<file path="config.mk">
export PLATFORM = sky130hd
export DESIGN_NAME = seg7_scan_driver
export DESIGN_NICKNAME = d
export VERILOG_FILES = /design/src/rtl/seg7_scan_driver.sv
export SDC_FILE = /design/constraint.sdc
export NUM_CORES = 1
export LEC_CHECK = 0
export CAP_MARGIN = 40
export CORE_AREA = 2 2 78 80
export DETAILED_ROUTE_END_ITERATION = 10
export DIE_AREA = 0 0 80 82
export DONT_BUFFER_PORTS = 1
export PLACE_DENSITY = 0.79
export RECOVER_POWER = 50
export SETUP_SLACK_MARGIN = 0.1
export SLEW_MARGIN = 10
export SYNTH_ARGS = -nofsm -noshare
export SYNTH_HDL_FRONTEND = slang
export SYNTH_SLANG_ARGS = --single-unit
</file>
<file path="constraint.sdc">
create_clock -name clk -period 2.6 [get_ports clk]
set_clock_uncertainty 0.15 [all_clocks]
set_input_delay 0.65 -clock clk [delete_from_list [all_inputs] [get_ports clk]]
set_output_delay 0.65 -clock clk [all_outputs]
set_load 0.02 [all_outputs]
</file>
<file path="src/rtl/seg7_scan_driver.sv">
// seg7_scan_driver
//   Time-multiplexed seven-segment driver for the parking-system front panel.
//   Glyph codes are double-buffered: a load goes into a pending buffer and is
//   only copied to the display buffer at a frame boundary, so a frame never
//   shows a mix of old and new digits. Adds per-digit blanking and blinking.
//
// Parameters
//   NUM_DIGITS   number of multiplexed digits (>=1)
//   PRESCALE     clock cycles each digit stays lit (>=2)
//   BLINK_FRAMES full scan frames per blink half-period (>=1)
//
// Ports
//   clk        system clock, rising edge
//   rst_n      synchronous active-low reset
//   digits_in  packed glyph codes, digit i at [4i+3:4i], digit 0 rightmost
//   load       one-cycle strobe capturing digits_in into the pending buffer
//   blank_mask bit i forces digit i dark (live)
//   blink_mask bit i darkens digit i during the blink-off phase (live)
//   seg        active-low segments {a,b,c,d,e,f,g}
//   an         active-low digit enables, one-hot-low
//   frame_done one-cycle pulse, coincident with an[0] going low after a wrap
//
// Build option
//   SEG7_LEADING_ZERO_BLANK_EN: when defined, zero digits above the highest
//   nonzero digit are dark (digit 0 is never suppressed).

module seg7_scan_driver #(
  parameter int NUM_DIGITS   = 4,
  parameter int PRESCALE     = 50000,
  parameter int BLINK_FRAMES = 64
) (
  input  logic                    clk,
  input  logic                    rst_n,
  input  logic [4*NUM_DIGITS-1:0] digits_in,
  input  logic                    load,
  input  logic [NUM_DIGITS-1:0]   blank_mask,
  input  logic [NUM_DIGITS-1:0]   blink_mask,
  output logic [6:0]              seg,
  output logic [NUM_DIGITS-1:0]   an,
  output logic                    frame_done
);

  localparam int IDX_W = (NUM_DIGITS > 1) ? $clog2(NUM_DIGITS) : 1;
  localparam int PC_W  = $clog2(PRESCALE);
  localparam int FC_W  = (BLINK_FRAMES > 1) ? $clog2(BLINK_FRAMES) : 1;

  localparam logic [PC_W-1:0]  PC_LAST  = PC_W'(PRESCALE - 1);
  localparam logic [IDX_W-1:0] IDX_LAST = IDX_W'(NUM_DIGITS - 1);
  localparam logic [FC_W-1:0]  FC_LAST  = FC_W'(BLINK_FRAMES - 1);

  logic [PC_W-1:0]         pcnt;
  logic [IDX_W-1:0]        idx;
  logic [FC_W-1:0]         fcnt;
  logic                    blink_on;
  logic [4*NUM_DIGITS-1:0] pend;
  logic                    pend_v;
  logic [4*NUM_DIGITS-1:0] disp;
  logic                    wrap_q;

  logic                    tick;
  logic                    boundary;
  logic [3:0]              cur_code;
  logic                    cur_blank;
  logic                    cur_blink;
  logic                    cur_lz;
  logic                    dark;
  logic [NUM_DIGITS-1:0]   an_next;
  logic [NUM_DIGITS-1:0]   lz_dark;

  function automatic logic [6:0] glyph(input logic [3:0] code);
    glyph = 7'b1111111;
    case (code)
      4'd0:  glyph = 7'b0000001;
      4'd1:  glyph = 7'b1001111;
      4'd2:  glyph = 7'b0010010;
      4'd3:  glyph = 7'b0000110;
      4'd4:  glyph = 7'b1001100;
      4'd5:  glyph = 7'b0100100;
      4'd6:  glyph = 7'b0100000;
      4'd7:  glyph = 7'b0001111;
      4'd8:  glyph = 7'b0000000;
      4'd9:  glyph = 7'b0000100;
      4'd10: glyph = 7'b1001000; // H
      4'd11: glyph = 7'b0001000; // A
      4'd12: glyph = 7'b0011000; // P
      4'd13: glyph = 7'b0111000; // F
      4'd14: glyph = 7'b1111110; // -
      4'd15: glyph = 7'b1111111; // blank
    endcase
  endfunction

  assign tick     = (pcnt == PC_LAST);
  assign boundary = tick && (idx == IDX_LAST);

`ifdef SEG7_LEADING_ZERO_BLANK_EN
  logic nz_above;

  // Walk down from the top digit; zeros are dark until the first nonzero
  // code is seen. Any code other than 0 counts as nonzero.
  always_comb begin
    nz_above = 1'b0;
    lz_dark  = '0;
    for (int i = NUM_DIGITS - 1; i > 0; i--) begin
      if (!nz_above && (disp[4*i +: 4] == 4'd0)) lz_dark[i] = 1'b1;
      if (disp[4*i +: 4] != 4'd0) nz_above = 1'b1;
    end
  end
`else
  assign lz_dark = '0;
`endif

  // Per-digit select by compare rather than direct indexing, so idx never
  // addresses past NUM_DIGITS-1 when NUM_DIGITS is not a power of two.
  always_comb begin
    cur_code  = 4'hf;
    cur_blank = 1'b0;
    cur_blink = 1'b0;
    cur_lz    = 1'b0;
    an_next   = '1;
    for (int i = 0; i < NUM_DIGITS; i++) begin
      if (idx == IDX_W'(i)) begin
        cur_code   = disp[4*i +: 4];
        cur_blank  = blank_mask[i];
        cur_blink  = blink_mask[i];
        cur_lz     = lz_dark[i];
        an_next[i] = 1'b0;
      end
    end
  end

  assign dark = cur_blank || (cur_blink && !blink_on) || cur_lz;

  always_ff @(posedge clk) begin
    if (!rst_n) begin
      pcnt       <= '0;
      idx        <= '0;
      fcnt       <= '0;
      blink_on   <= 1'b1;
      pend       <= '1;
      pend_v     <= 1'b0;
      disp       <= '1;
      wrap_q     <= 1'b0;
      seg        <= 7'b1111111;
      an         <= '1;
      frame_done <= 1'b0;
    end else begin
      pcnt <= tick ? '0 : pcnt + 1'b1;
      if (tick) idx <= (idx == IDX_LAST) ? '0 : idx + 1'b1;

      // The output register lags idx by one cycle, so the wrap flag is
      // delayed once more to land on the same cycle as an[0] going low.
      wrap_q     <= boundary;
      frame_done <= wrap_q;

      if (boundary) begin
        if (pend_v) begin
          disp   <= pend;
          pend_v <= 1'b0;
        end
        if (fcnt == FC_LAST) begin
          fcnt     <= '0;
          blink_on <= ~blink_on;
        end else begin
          fcnt <= fcnt + 1'b1;
        end
      end

      // Placed after the boundary transfer: a coincident load keeps the new
      // data pending for the next frame while disp takes the old pend.
      if (load) begin
        pend   <= digits_in;
        pend_v <= 1'b1;
      end

      an  <= an_next;
      seg <= dark ? 7'b1111111 : glyph(cur_code);
    end
  end

endmodule
</file>
==> results of run 1 <==
synthesized netlist by cell type, types with 2 or more instances:
master	n	area share, %
a21oi_1	7	1.1
and2_1	5	1.0
and3_1	5	1.0
buf_2	2	0.33
clkbuf_1	11	1.3
dfxtp_1	71	46
ha_1	12	4.9
inv_1	9	1.1
mux2i_1	36	12
nand2_1	56	6.8
nand2b_1	2	0.41
nand3_1	11	1.8
nand3b_1	2	0.49
nand4_1	5	1.0
nor2_1	23	2.8
nor2b_1	5	1.0
nor3_1	3	0.49
nor3b_1	2	0.49
o211ai_1	6	1.5
o21ai_0	7	1.1
o221ai_1	3	0.86
o311ai_0	3	0.86
or3_1	3	0.61
xnor2_1	7	2.0
xor2_1	8	2.3
through the flow:
step                hold slack [ns]  setup slack (ns)  area (um^2)  utilization [%]  total power [mW]
finish                       0.2271            0.2530         3402            59.21             2.293
global route                 0.2132           0.07114         3402            59.21             2.377
CTS                          0.2070            0.2257         3410            59.34             2.316
detailed placement           0.2742            0.2451         3149            54.81             1.191
global placement             0.2763            0.3616         3149            54.81             1.188
floorplan                    0.2619            0.1452         3073                -             1.195
report_power, final:
group	switching (mW)	internal (mW)
Combinational	0.0187	0.0252
Sequential	0.0138	1.11
Clock	0.394	0.733
Total	0.427	1.87
state kept, by name, summed over array words and instances, names as in the netlist:
name and cells:
idx 2, blink_on 1, seg 7, fcnt 6
pend 16, an 4, pend_v 1, frame_done 1
pcnt 16, disp 16, wrap_q 1
cell families after synthesis:
| family | count (synthesis) | share of synthesized area, % |
|---|---|---|
| buffers and inverters | 24 | 3.379 |
| XOR/XNOR | 15 | 4.275 |
| AO/OA/AOI/OAI | 37 | 8.551 |
| adder cells (fa/ha/maj) | 12 | 4.886 |
| flip-flops | 71 | 46.25 |
| AND/OR/NAND/NOR | 131 | 20.93 |
| multiplexers | 36 | 11.73 |
layout make-up:
cell class	count	share of cell area (%)
Clock inverter	6	3.898
Tap cell	75	2.758
Timing Repair Buffer	7	1.434
Multi-Input combinational cell	231	45.35
Sequential cell	71	41.82
Inverter	9	0.9930
Clock buffer	10	3.751
layer usage:
layer  track usage [%]  up-vias
li1                  -     1129
met3             5.275        6
met2             30.00       56
met5                 0        -
met1             24.86     1017
met4             6.610        0
worst max path at each step:
| stage | to | slack [ns] | depth (start not counted) |
|---|---|---|---|
| floorplan | seg[1] | 0.15 | 8 |
| global placement | seg[1] | 0.36 | 7 |
| detailed placement | seg[1] | 0.25 | 9 |
| CTS | seg[1] | 0.23 | 9 |
| global route | seg[2] | 0.07 | 9 |
| finish | seg[1] | 0.25 | 8 |
timing repair:
item | CTS | global route
resized for setup | 0 | 2
setup buffers | 0 | 0
endpoints found under the hold margin | 0 | 0
setup endpoints to repair | 0 | 5
==> flow_summary.toml, run 1 <==
[power]
ir_drop_v = 0.0004270
power_density_mw_per_mm2 = 673.9
leakagePower_nw = 1.445

[clocking]
cts_buffers = 9
cts.htree.levels = 3
insertion_delay_ns = 0.34
cts_root_buf = "clkbuf_8"
clk_path_buf_depth = 2
cts_tree = "built"
path_clk_slew_ns = 0.07
cts.sinks = 71
ctsHoldBuffers = 0

[sta]
hold_viol_final = 0
slew_headroom_pct = 56.44
period_share_pct = 90.27
slew_violations = 0
rsz0062_at_grt = "false"
worst_pin_slew_ns = 0.6522
min_period_ns = 2.347
fin_tns_setup_ns = 0
setup_viol = 0
clock.fmax_ghz = 0.4261

[worst_setup_path]
slowest_stage = "or3_1"
r2r_setup_slack_ns = 0.25
slowest_delay_ns = 0.36
r2r-end = "seg[1]"
r2r_start = "idx[0]"
r2r_cells = 8
worst_path_dominant_cell_family = "simple AND/OR/NAND/NOR gates"
crit_fanout = 10
critical_path_required_ns = 2.68
path_common_cell = "ha_1"
arrival_ns = 2.43
critPathKind = "reg2reg"
cp-end-kind = "register"
crit_chain = "ha_1 -> clkbuf_1 -> nor2_1 -> o221ai_1 -> and2_2 -> ha_1 -> or3_1 -> o311ai_0"
start_kind = "register"
crit_start = "idx[0]"
path_buf_inv = 1

[drt]
drt-met1-wl_mm = 2.762
vias_per_cell = 5.399
num_vias = 2208
ant_nets = 0
top_layer = "met4"
routed_wl_mm = 5.718
dr_wl_met3_um = 248
met2WireLength_mm = 2.652
drt-initial-drc-count = 114
drc = 0
drt_first_pass_iters = 4
wire_per_inst_um = 13.98

[final_layout]
final_cells = 409
fillCellCount = 508
final_common_cell = "dfxtp_1"
antenna-diode-count = 0
seq_area_mm2 = 0.001423
drive_gt1_share_pct = 8.084
multi_input_area_mm2 = 0.001543
layout.nets = 368
area_growth_pct = 10.71
mostFrequentLayoutCells = "dfxtp_1 (70), nand2_1 (56), mux2i_1 (36)"

[placed_design]
gp_congestion = 0.8697
dp.cells = 393
port_buffers = 0
dpl.hpwl_mm = 3.984

[global_routing]
grt_overflow = 0
grt_pass1_wl_mm = 9.653
gr-usage-all-layers_pct = 18.94
grt_max_degree = 53
antenna_found_initial = 0
grt_pass1_vias = 2036

[die]
die-area_mm2 = 0.006560
rows = 28
die_h_um = 82
coreArea_mm2 = 0.005746
start_util_pct = 53.48
ioPinCount = 39
die_x_um = 80

[synthesis]
ys.flop_type = "dfxtp_1"
async_flop_share_pct = 0
ys_types = 47
ys_seq_area_share_pct = 46.25
synth-seq-cells = 71
syn_inst = 326
yosys_warnings = 0
syn_nets = 365
avgSynthCellArea_um2 = 9.426
syn_area_mm2 = 0.003073
synth-edff-count = 0

[run]
cap_violations = 0

[worst_hold_path]
holdPathEnd = "pend[0]"
whs_path_depth = 1
min_path_type = "in2reg"
min_from = "rst_n"

[status]
outcome = "finished clean"
Power figures use the tool's default switching activity.
==> inputs of run 2 (changes only) <==
Settings changed: CORE_AREA 2 2 78 80 to 2 2 83 85, DIE_AREA 0 0 80 82 to 0 0 85 87, DONT_BUFFER_PORTS 1 to default, PLACE_DENSITY 0.79 to 0.8.
==> flow_summary.toml, run 2 (synthesized netlist as in run 1, its figures left out) <==
[status]
outcome = "finished clean"

[drt]
drc = 0
routed_wl_mm = 6.038
wire_per_inst_um = 13.24
drt-initial-drc-count = 171
drt_first_pass_iters = 4
ant_nets = 0
vias_per_cell = 5.243
num_vias = 2391

[worst_setup_path]
crit_start = "idx[0]"
path_common_cell = "ha_1"
slowest_stage = "or2_2"
start_kind = "register"
critPathKind = "reg2reg"
worstSetupEndpoint = "seg[1]"
cp-end-kind = "register"
slowest_delay_ns = 0.38
critical_path_required_ns = 2.69
crit_fanout = 11
r2r_start = "idx[0]"
r2r_setup_slack_ns = 0.21
crit_chain = "ha_1 -> or2_2 -> o221ai_1 -> inv_1 -> ha_1 -> or3_1 -> o311ai_0"
arrival_ns = 2.48
r2r_cells = 7
r2r-end = "seg[1]"

[clocking]
cts.htree.levels = 3
ctsHoldBuffers = 0
insertion_delay_ns = 0.34
clk_path_buf_depth = 2
cts_buffers = 9
cts.sinks = 71
cts_tree = "built"
cts_root_buf = "clkbuf_8"
path_clk_slew_ns = 0.08

[final_layout]
area_growth_pct = 22.92
fin_util_pct = 57.50
final_common_cell = "dfxtp_1"
layout.nets = 410
mostFrequentLayoutCells = "dfxtp_1 (71), nand2_1 (56), mux2i_1 (36)"
largestRegisters = "disp (16), pcnt (16), pend (16)"
drive_gt1_share_pct = 9.309
fillCellCount = 569
final_cells = 456
antenna-diode-count = 0

[sta]
fin_tns_setup_ns = 0
slew_violations = 0
setup_viol = 0
rsz0062_at_grt = "true"
finalWorstSetupSlack_ns = 0.2077
clock.fmax_ghz = 0.4180
min_period_ns = 2.392
worst_pin_slew_ns = 0.8977
period_share_pct = 92.01
slew_headroom_pct = 40.15
hold_viol_final = 0

[global_routing]
grt_pass1_wl_mm = 10.33
gr-usage-all-layers_pct = 17.45
grt_overflow = 0
antenna_found_initial = 0
grt_pass1_vias = 2254
grt_max_degree = 52

[die]
rows = 30
start_util_pct = 46.78
die_x_um = 85
coreArea_mm2 = 0.006569
die-area_mm2 = 0.007395
ioPinCount = 39
die_h_um = 87

[worst_hold_path]
min_path_type = "reg2reg"

[placed_design]
dpl_worst_slack_ns = 0.07680
dpl.hpwl_mm = 4.289
gp_congestion = 0.8804
port_buffers = 38
dp.cells = 438

[run]
cap_violations = 0

[power]
power_density_mw_per_mm2 = 560.4
ir_drop_v = 0.0003316
leakagePower_nw = 1.594
-- run 2: changes by cell type in the layout (fill, tap and decap cells not counted), sizes merged --
cell           previous run  this run
buf                       6         9
bufinv                    4         1
clkbuf                   11        12
clkdlybuf4s50             0        34
clkinv                    1         3
dlygate4sd3               0         4
inv                       9        10
-- run 2: per-layer routing --
metal  wire length [um]  up-vias  track usage [%]
met1               2916     1113            22.50
met4                112        0            7.504
met3                233       10            5.782
met5                  0        -                0
met2               2775       46            26.78
li1                   -     1222                -
-- run 2: final cells by class --
class	instances	area (um^2)	area share [%]
flip-flops and latches	71	1421	37.63
clock inverters	6	68.82	1.822
well taps	80	100.1	2.650
clock buffers	10	137.6	3.644
inverters	9	33.78	0.8943
repair buffers	49	457.9	12.12
multi-input cells	231	1558	41.24
-- run 2: worst min path at each step --
stage / depth (start not counted) / slack (ns) / start / to
final: 1 / 0.29 / wrap_q / frame_done
after global routing: 1 / 0.31 / wrap_q / frame_done
after CTS: 1 / 0.29 / wrap_q / frame_done
after detailed placement: 1 / 0.27 / wrap_q / frame_done
after global placement: 1 / 0.27 / wrap_q / frame_done
after floorplan: 1 / 0.26 / wrap_q / frame_done
-- run 2: critical path: cells and delay by family, from the launching register on --
| kind | cells | cell delay (ns) |
|---|---|---|
| buffers and inverters | 1 | 0.13 |
| flip-flops | 1 | 0.35 |
| AND/OR/NAND/NOR | 2 | 0.76 |
| AO/OA/AOI/OAI | 2 | 0.36 |
| adder cells (fa/ha/maj) | 2 | 0.56 |
-- run 2: what timing repair did --
action / in CTS / in global routing
setup endpoints to repair: 0 / 6
buffers inserted: 0 / 2
gates resized for setup: 0 / 3
endpoints found under the hold margin: 0 / 0
-- run 2: metrics by stage --
| step | hold WS [ns] | power [mW] | area [um^2] |
|---|---|---|---|
| after floorplan | 0.2619 | 1.195 | 3073 |
| after global placement | 0.2657 | 1.246 | 3551 |
| after detailed placement | 0.2716 | 1.251 | 3551 |
| after CTS | 0.2891 | 2.133 | 3757 |
| after global routing | 0.3068 | 2.196 | 3777 |
| final | 0.2898 | 2.117 | 3777 |
-- run 2: report_power, final --
group / leakage [nW] / switching, mW / total (mW) / internal, mW
sequential: 0.578 / 0.0126 / 1.12 / 1.11
clock: 0.103 / 0.419 / 0.893 / 0.474
combinational: 0.913 / 0.0434 / 0.104 / 0.0607
total: 1.59 / 0.475 / 2.12 / 1.64
==> inputs of run 3 (changes only) <==
Settings changed: SETUP_SLACK_MARGIN 0.1 to default.
==> flow_summary.toml, run 3 (synthesized netlist as in run 1, its figures left out) <==
[placed_design]
dpl_worst_slack_ns = 0.07680
placed_area_mm2 = 0.003551
port_buffers = 38
dpl.hpwl_mm = 4.289
gp_congestion = 0.8804

[clocking]
clk_path_buf_depth = 2
cts.sinks = 71
ctsHoldBuffers = 0
cts.htree.levels = 3
cts_tree = "built"
cts_buffers = 9
path_clk_slew_ns = 0.08
insertion_delay_ns = 0.34
cts_root_buf = "clkbuf_8"

[drt]
drt-initial-drc-count = 167
routed_wl_mm = 5.977
wire_per_inst_um = 13.17
drt_first_pass_iters = 4
drc = 0
vias_per_cell = 5.174
num_vias = 2349
ant_nets = 0

[worst_setup_path]
path_common_cell = "clkbuf_2"
crit_fanout = 51
cp-end-kind = "register"
arrival_ns = 2.51
path_buf_inv = 3
worst_path_dominant_cell_family = "buffers and inverters"
critPathKind = "in2reg"
critical_path_required_ns = 2.73
start_kind = "input pin"
slowest_stage = "clkbuf_2"
slowest_delay_ns = 0.71
crit_chain = "dlygate4sd3_1 -> clkbuf_2 -> nand2b_1 -> clkbuf_2 -> a21oi_1"

[final_layout]
largestRegisters = "disp (16), pcnt (16), pend (16)"
final_cell_area_mm2 = 0.003754
area_growth_pct = 22.15
antenna-diode-count = 0
final_common_cell = "dfxtp_1"
fillCellCount = 575
layout.nets = 408
drive_gt1_share_pct = 8.289
mostFrequentLayoutCells = "dfxtp_1 (71), nand2_1 (56), mux2i_1 (36)"

[die]
die-area_mm2 = 0.007395
start_util_pct = 46.78
coreArea_mm2 = 0.006569
ioPinCount = 39
rows = 30
die_h_um = 87
die_x_um = 85

[sta]
clock.fmax_ghz = 0.4206
hold_viol_final = 0
setup_viol = 0
finalWorstSetupSlack_ns = 0.2226
min_period_ns = 2.377
slew_headroom_pct = 41.24
fin_tns_setup_ns = 0
period_share_pct = 91.44
slew_violations = 0
rsz0062_at_grt = "false"
worst_pin_slew_ns = 0.8814

[power]
ir_drop_v = 0.0003317
power_density_mw_per_mm2 = 564.5
leakagePower_nw = 1.586

[worst_hold_path]
min_path_type = "reg2reg"

[global_routing]
grt_pass1_vias = 2254
grt_max_degree = 52
gr-usage-all-layers_pct = 17.45
antenna_found_initial = 0
grt_pass1_wl_mm = 10.33
grt_overflow = 0

[run]
cap_violations = 0

[status]
outcome = "finished clean"
run 3: cell types whose count changed in the layout (fill, tap and decap cells not counted), sizes merged:
cell  change
buf       -2
run 3: final cells by class:
type	instances	area (um^2)	share of cell area, %
clock inverter	6	68.82	1.833
tap	80	100.1	2.667
sequential	71	1421	37.87
clock buffer	10	137.6	3.667
timing repair buffer	47	442.9	11.80
multi-input combinational	231	1549	41.27
inverter	9	33.78	0.9000
run 3: timing repair:
action,4_1_cts,5_1_grt
endpoints found under the setup margin,0,2
buffers inserted,0,0
gates resized for setup,0,1
run 3: path summary, 6_finish.rpt:
kind	to	cells after the start	slack (ns)	start
setup / recovery	pcnt[13]	5	0.22	rst_n
hold / removal	frame_done	1	0.29	wrap_q
setup reg to reg	seg[1]	7	0.23	idx[0]
hold reg to reg	frame_done	1	0.29	wrap_q
run 3: through the flow:
stage               power [mW]  utilization, %  instances  hold slack [ns]
floorplan                1.195               -        326           0.2619
detailed placement       1.251           54.06        438           0.2716
CTS                      2.133           57.20        454           0.2891
global placement         1.246           54.06        438           0.2657
finish                   2.119           57.14        454           0.2899
global route             2.196           57.14        454           0.3068
run 3: metal layers:
| layer | up-vias | wire length, um | track usage [%] |
|---|---|---|---|
| li1 | 1215 | - | - |
| met1 | 1084 | 2889 | 22.50 |
| met2 | 41 | 2763 | 26.78 |
| met3 | 9 | 210 | 5.782 |
| met4 | 0 | 114 | 7.504 |
| met5 | - | 0 | 0 |
run 3: report_power, final:
group | internal, mW | switching (mW) | leakage, nW
Sequential | 1.11 | 0.0124 | 0.578
Combinational | 0.0607 | 0.0429 | 0.905
Clock | 0.474 | 0.422 | 0.103
Total | 1.64 | 0.477 | 1.59
